<file path="src/rtl/pipeline_writeback_pkg.sv">
// Shared constants and pending-entry type for the writeback stage.
// Optional feature: WB_BYPASS_EN enables read bypass from pending writes.
package pipeline_writeback_pkg;

  localparam int DATA_W   = 8;
  localparam int ADDR_W   = 4;
  localparam int NUM_REGS = 16;
  localparam int WB_DEPTH = 2;

  typedef struct packed {
    logic [ADDR_W-1:0] dest;
    logic [DATA_W-1:0] result;
  } wb_entry_t;

endpackage

</file>
<file path="src/rtl/pipeline_writeback_wb_fifo.sv">
// Two-entry in-order pending-write buffer.
// ent0 is always the oldest entry; both entries are visible for bypass.
module wb_fifo
  import pipeline_writeback_pkg::*;
(
  input  logic      clk,
  input  logic      rst,
  input  logic      push,
  input  logic      pop,
  input  wb_entry_t din,
  output logic      full,
  output logic      empty,
  output wb_entry_t ent0,
  output wb_entry_t ent1,
  output logic      vld0,
  output logic      vld1
);

  wb_entry_t  ent0_q, ent0_d;
  wb_entry_t  ent1_q, ent1_d;
  logic [1:0] cnt_q, cnt_d;
  logic [1:0] cnt_after;
  logic       push_ok;
  logic       pop_ok;

  assign full  = (cnt_q == 2'd2);
  assign empty = (cnt_q == 2'd0);
  assign vld0  = (cnt_q != 2'd0);
  assign vld1  = (cnt_q == 2'd2);
  assign ent0  = ent0_q;
  assign ent1  = ent1_q;

  assign push_ok = push & ~full;
  assign pop_ok  = pop & ~empty;

  // Pop shifts the younger entry forward; push fills the first free slot.
  always_comb begin
    ent0_d    = ent0_q;
    ent1_d    = ent1_q;
    cnt_after = cnt_q - {1'b0, pop_ok};
    if (pop_ok) begin
      ent0_d = ent1_q;
    end
    if (push_ok) begin
      if (cnt_after == 2'd0) begin
        ent0_d = din;
      end else begin
        ent1_d = din;
      end
    end
    cnt_d = cnt_after + {1'b0, push_ok};
  end

  // Buffer state register.
  always_ff @(posedge clk or posedge rst) begin
    if (rst) begin
      ent0_q <= '0;
      ent1_q <= '0;
      cnt_q  <= 2'd0;
    end else begin
      ent0_q <= ent0_d;
      ent1_q <= ent1_d;
      cnt_q  <= cnt_d;
    end
  end

endmodule

</file>
<file path="src/rtl/pipeline_writeback.sv">
// Writeback stage: buffers execute results and commits them to the regfile.
// Define WB_BYPASS_EN to let reads see pending (uncommitted) results.
module pipeline_writeback #(
  parameter int DATA_W = pipeline_writeback_pkg::DATA_W,
  parameter int ADDR_W = pipeline_writeback_pkg::ADDR_W
) (
  input  logic              clk,
  input  logic              rst,
  input  logic              ex_valid,
  input  logic [ADDR_W-1:0] ex_dest,
  input  logic [DATA_W-1:0] ex_result,
  output logic              ex_ready,
  input  logic              wb_en,
  input  logic [ADDR_W-1:0] rd_addr_a,
  input  logic [ADDR_W-1:0] rd_addr_b,
  output logic [DATA_W-1:0] rd_data_a,
  output logic [DATA_W-1:0] rd_data_b,
  output logic [7:0]        retire_count
);

  import pipeline_writeback_pkg::*;

  logic [DATA_W-1:0] rf_q [NUM_REGS];
  logic [DATA_W-1:0] rf_d [NUM_REGS];
  logic [7:0]        ret_q, ret_d;

  wb_entry_t in_ent;
  wb_entry_t ent0;
  wb_entry_t ent1;
  logic      full;
  logic      empty;
  logic      vld0;
  logic      vld1;
  logic      push;
  logic      pop;

  assign ex_ready     = ~full;
  assign push         = ex_valid & ~full;
  assign pop          = wb_en & ~empty;
  assign in_ent       = '{dest: ex_dest, result: ex_result};
  assign retire_count = ret_q;

  wb_fifo u_fifo (
    .clk   (clk),
    .rst   (rst),
    .push  (push),
    .pop   (pop),
    .din   (in_ent),
    .full  (full),
    .empty (empty),
    .ent0  (ent0),
    .ent1  (ent1),
    .vld0  (vld0),
    .vld1  (vld1)
  );

  // Commit the oldest pending entry when the write slot is granted.
  always_comb begin
    rf_d  = rf_q;
    ret_d = ret_q;
    if (pop) begin
      rf_d[ent0.dest] = ent0.result;
      ret_d           = ret_q + 8'd1;
    end
  end

  // Register file and retire counter.
  always_ff @(posedge clk or posedge rst) begin
    if (rst) begin
      rf_q  <= '{default: '0};
      ret_q <= 8'd0;
    end else begin
      rf_q  <= rf_d;
      ret_q <= ret_d;
    end
  end

`ifdef WB_BYPASS_EN
  // Newest matching pending entry overrides the register file.
  always_comb begin
    rd_data_a = rf_q[rd_addr_a];
    rd_data_b = rf_q[rd_addr_b];
    if (vld0 && ent0.dest == rd_addr_a) rd_data_a = ent0.result;
    if (vld1 && ent1.dest == rd_addr_a) rd_data_a = ent1.result;
    if (vld0 && ent0.dest == rd_addr_b) rd_data_b = ent0.result;
    if (vld1 && ent1.dest == rd_addr_b) rd_data_b = ent1.result;
  end
`else
  logic unused_bypass;
  assign unused_bypass = ^{ent1, vld0, vld1};

  // Reads see committed state only.
  always_comb begin
    rd_data_a = rf_q[rd_addr_a];
    rd_data_b = rf_q[rd_addr_b];
  end
`endif

endmodule

</file>
<file path="config.mk">
export PLATFORM = sky130hd
export DESIGN_NAME = pipeline_writeback
export DESIGN_NICKNAME = d
export VERILOG_FILES = /design/src/rtl/pipeline_writeback_pkg.sv /design/src/rtl/pipeline_writeback_wb_fifo.sv /design/src/rtl/pipeline_writeback.sv
export SDC_FILE = /design/constraint.sdc
export NUM_CORES = 1
export LEC_CHECK = 0
export CORE_UTILIZATION = 50
export DETAILED_ROUTE_END_ITERATION = 12
export PLACE_DENSITY = 0.71
export SETUP_SLACK_MARGIN = 0.4
export SLEW_MARGIN = 0
export SYNTH_ARGS = -nofsm -noshare
export SYNTH_HDL_FRONTEND = slang
export SYNTH_SLANG_ARGS = --single-unit
</file>
<file path="constraint.sdc">
create_clock -name clk -period 5.1 [get_ports clk]
set_clock_uncertainty 0.05 [all_clocks]
set_input_delay 0.51 -clock clk [delete_from_list [all_inputs] [get_ports clk]]
set_output_delay 0.51 -clock clk [all_outputs]
set_load 0.005 [all_outputs]
</file>
==> run metrics <==
largest net degree at the start of global routing 64; ys flop type dfrtp_1; Port-buffer cells 48; post-synth cell types 35; Iter 0 DRT Violations 345; Final Power ~5.4 mW; CP top delay family buffers and inverters; Tmin final ~3400 ps; vias per std cell a little over 6; Hold Path Depth 1; ANT nets after route 0; Setup crit end kind output port; clock root buffer clkbuf_16; CP cell instances buf_2, buf_4, mux4_2, a22oi_1, nand2_1, clkdlybuf4s50_1; fin. max-slew vios 0; Worst Hold Class reg2reg; syn nets about 570; period utilisation layout roughly 66%; Synth top area share 48.41%; Yosys reg bits 162; Rows 46; initial antenna violation count 0; slew margin rel. 18.25%; flop2flop setup slack 2370 ps; diodes inserted 0; Max IR drop VDD about 0.32 mV; FF-to-FF Start u_fifo.ent0[9]; CP Class in2out; Inserted Clock Buffers 17; Worst Setup Start Kind input port; post_cts resized 0; CTS H-tree depth 4; hold endpoint retire_count[7]; sequential share of the synthesized area between 40% and 50%; Placer Congestion 0.7887; final wirelength roughly 19000 um; Crit. path cell count 6; Pleak about 4.0 nW; share of cells above drive strength 1 between 40% and 50%; # setup viols final 0; nets between 600 and 700; Total Routing Usage GR a little under a quarter; vias in the first global route ~5.3k; I/O pin cnt 49; Initial Utilization around 52%; crit path from rd_addr_a[0]; vias between 5k and 6k; Area contributors post-synth dfrtp_1 48%, mux2_2 22%, mux4_2 17%, a22oi_1 2.9%, nor4b_4 1.1%; per-cell routed wire length around 23 um; Yosys top cell by area dfrtp_1; # fillers 1233; Post-Syn Area 8374 um^2; area grow syn2layout 14.22%; chip width approximately 130 um; pwr dens between 500 and 600 nW/um^2; CTS tree done; clock-pin slew on the worst setup and hold paths about 60 ps; GRT overflow 0; maxcap violations 0; status finished, final reports clean; Synth Instances 540; most frequent cells in the layout 162 x dfrtp_1, 161 x mux2_2, 64 x mux4_2; CP max FO 17; Detailed Routing Iterations Pass 1 4; Synth async-reset ratio between 90% and 100%; RSZ-0062 raised after global routing false; Critical Path AT 2830 ps; core area between 15000 and 20000 um^2; Hold Vio Cnt, Final 0; setup total negative slack 0 ps; slowest stage cell, crit path mux4_2; WP buf/inv 3; commonest non-fill, non-tap cell in the layout dfrtp_1; number of flops mapped to enable cells by yosys 0; YS warnings 0; # hold bufs at CTS 0; clock buffer depth 2; Worst R2R End rf_q[45]; slowest stage delay, CP about 550 ps; Clk Latency, worst-skew pair 420 ps; hold path start retire_count[7]; hold slack final about 430 ps; worst slew pin tran 1221 ps; # Post-CTS Setup Buffers 0; die footprint about 17000 um^2; syn avg cell area about 16 um^2; CP required around 4500 ps; Die Ht 131.4 um; drc violations 0; reg2reg path depth 3; Final HPWL DP 12720 um; first-pass GRT wire length 30570 um; clock sink total approximately 160; Max Fclk around 300 MHz
==> cell families after synthesis <==
logic type	after synthesis	synth area share [%]
compound gates	39	3.526
xor+xnor	8	0.8367
fa+ha+maj	2	0.2988
buf+inv	40	2.122
flops	162	48.41
mux	228	39.26
simple gates	61	5.543
==> metal layers <==
layer | global-route usage [%] | routed length (um)
met5 | 0 | 0
met4 | 7.106 | 260
met1 | 32.22 | 8221
met2 | 37.45 | 9243
met3 | 4.244 | 883
==> power breakdown <==
group | switching (mW) | total [mW] | internal, mW
Sequential | 0.642 | 2.50 | 1.85
Clock | 0.499 | 1.24 | 0.742
Combinational | 0.578 | 1.70 | 1.13
==> how the worst max path moves through the flow <==
| stage | endpoint | slack [ps] |
|---|---|---|
| after global routing | rd_data_b[3] | 1560 |
| after global placement | rd_data_a[3] | 1720 |
| after detailed placement | rd_data_a[3] | 1670 |
| after floorplan | retire_count[0] | 2480 |
| after CTS | rd_data_a[3] | 1670 |
| final | rd_data_a[3] | 1710 |
==> synth_stat cells, types with 4 or more instances <==
| master | n |
|---|---|
| dfrtp_1 | 162 |
| mux2_2 | 161 |
| mux4_2 | 64 |
| a22oi_1 | 32 |
| nand2_1 | 22 |
| clkbuf_1 | 20 |
| buf_2 | 10 |
| buf_1 | 5 |
| nand2b_1 | 5 |
| xnor2_1 | 5 |
| nor2_1 | 4 |
| nor2b_1 | 4 |
| nor4_4 | 4 |
| nor4b_4 | 4 |
==> registers in the layout, indices dropped and copies added (netlist names) <==
| register | cells |
|---|---|
| u_fifo.ent0 | 12 |
| u_fifo.cnt_q | 2 |
| rf_q | 128 |
| u_fifo.ent1 | 12 |
| retire_count | 8 |
==> stage by stage <==
| stage | setup WS, ps | std cells | utilization (%) | cell area [um^2] |
|---|---|---|---|---|
| final | 1712 | 803 | 59.36 | 9565 |
| after global routing | 1555 | 803 | 59.36 | 9565 |
| after CTS | 1666 | 803 | 59.36 | 9565 |
| after detailed placement | 1667 | 772 | 55.81 | 8994 |
| after global placement | 1725 | 772 | 55.81 | 8994 |
| after floorplan | 2483 | 540 | - | 8378 |
==> layout make-up <==
| type | instances | area, um^2 | share of cell area, % |
|---|---|---|---|
| Clock buffer | 22 | 464.2 | 4.853 |
| Multi-Input combinational cell | 338 | 4143 | 43.31 |
| Tap cell | 216 | 270.3 | 2.825 |
| Sequential cell | 162 | 4054 | 42.38 |
| Inverter | 2 | 11.26 | 0.1177 |
| Clock inverter | 9 | 107.6 | 1.125 |
| Timing Repair Buffer | 54 | 515.5 | 5.389 |
Note: power is estimated with default switching activity, not from simulation.
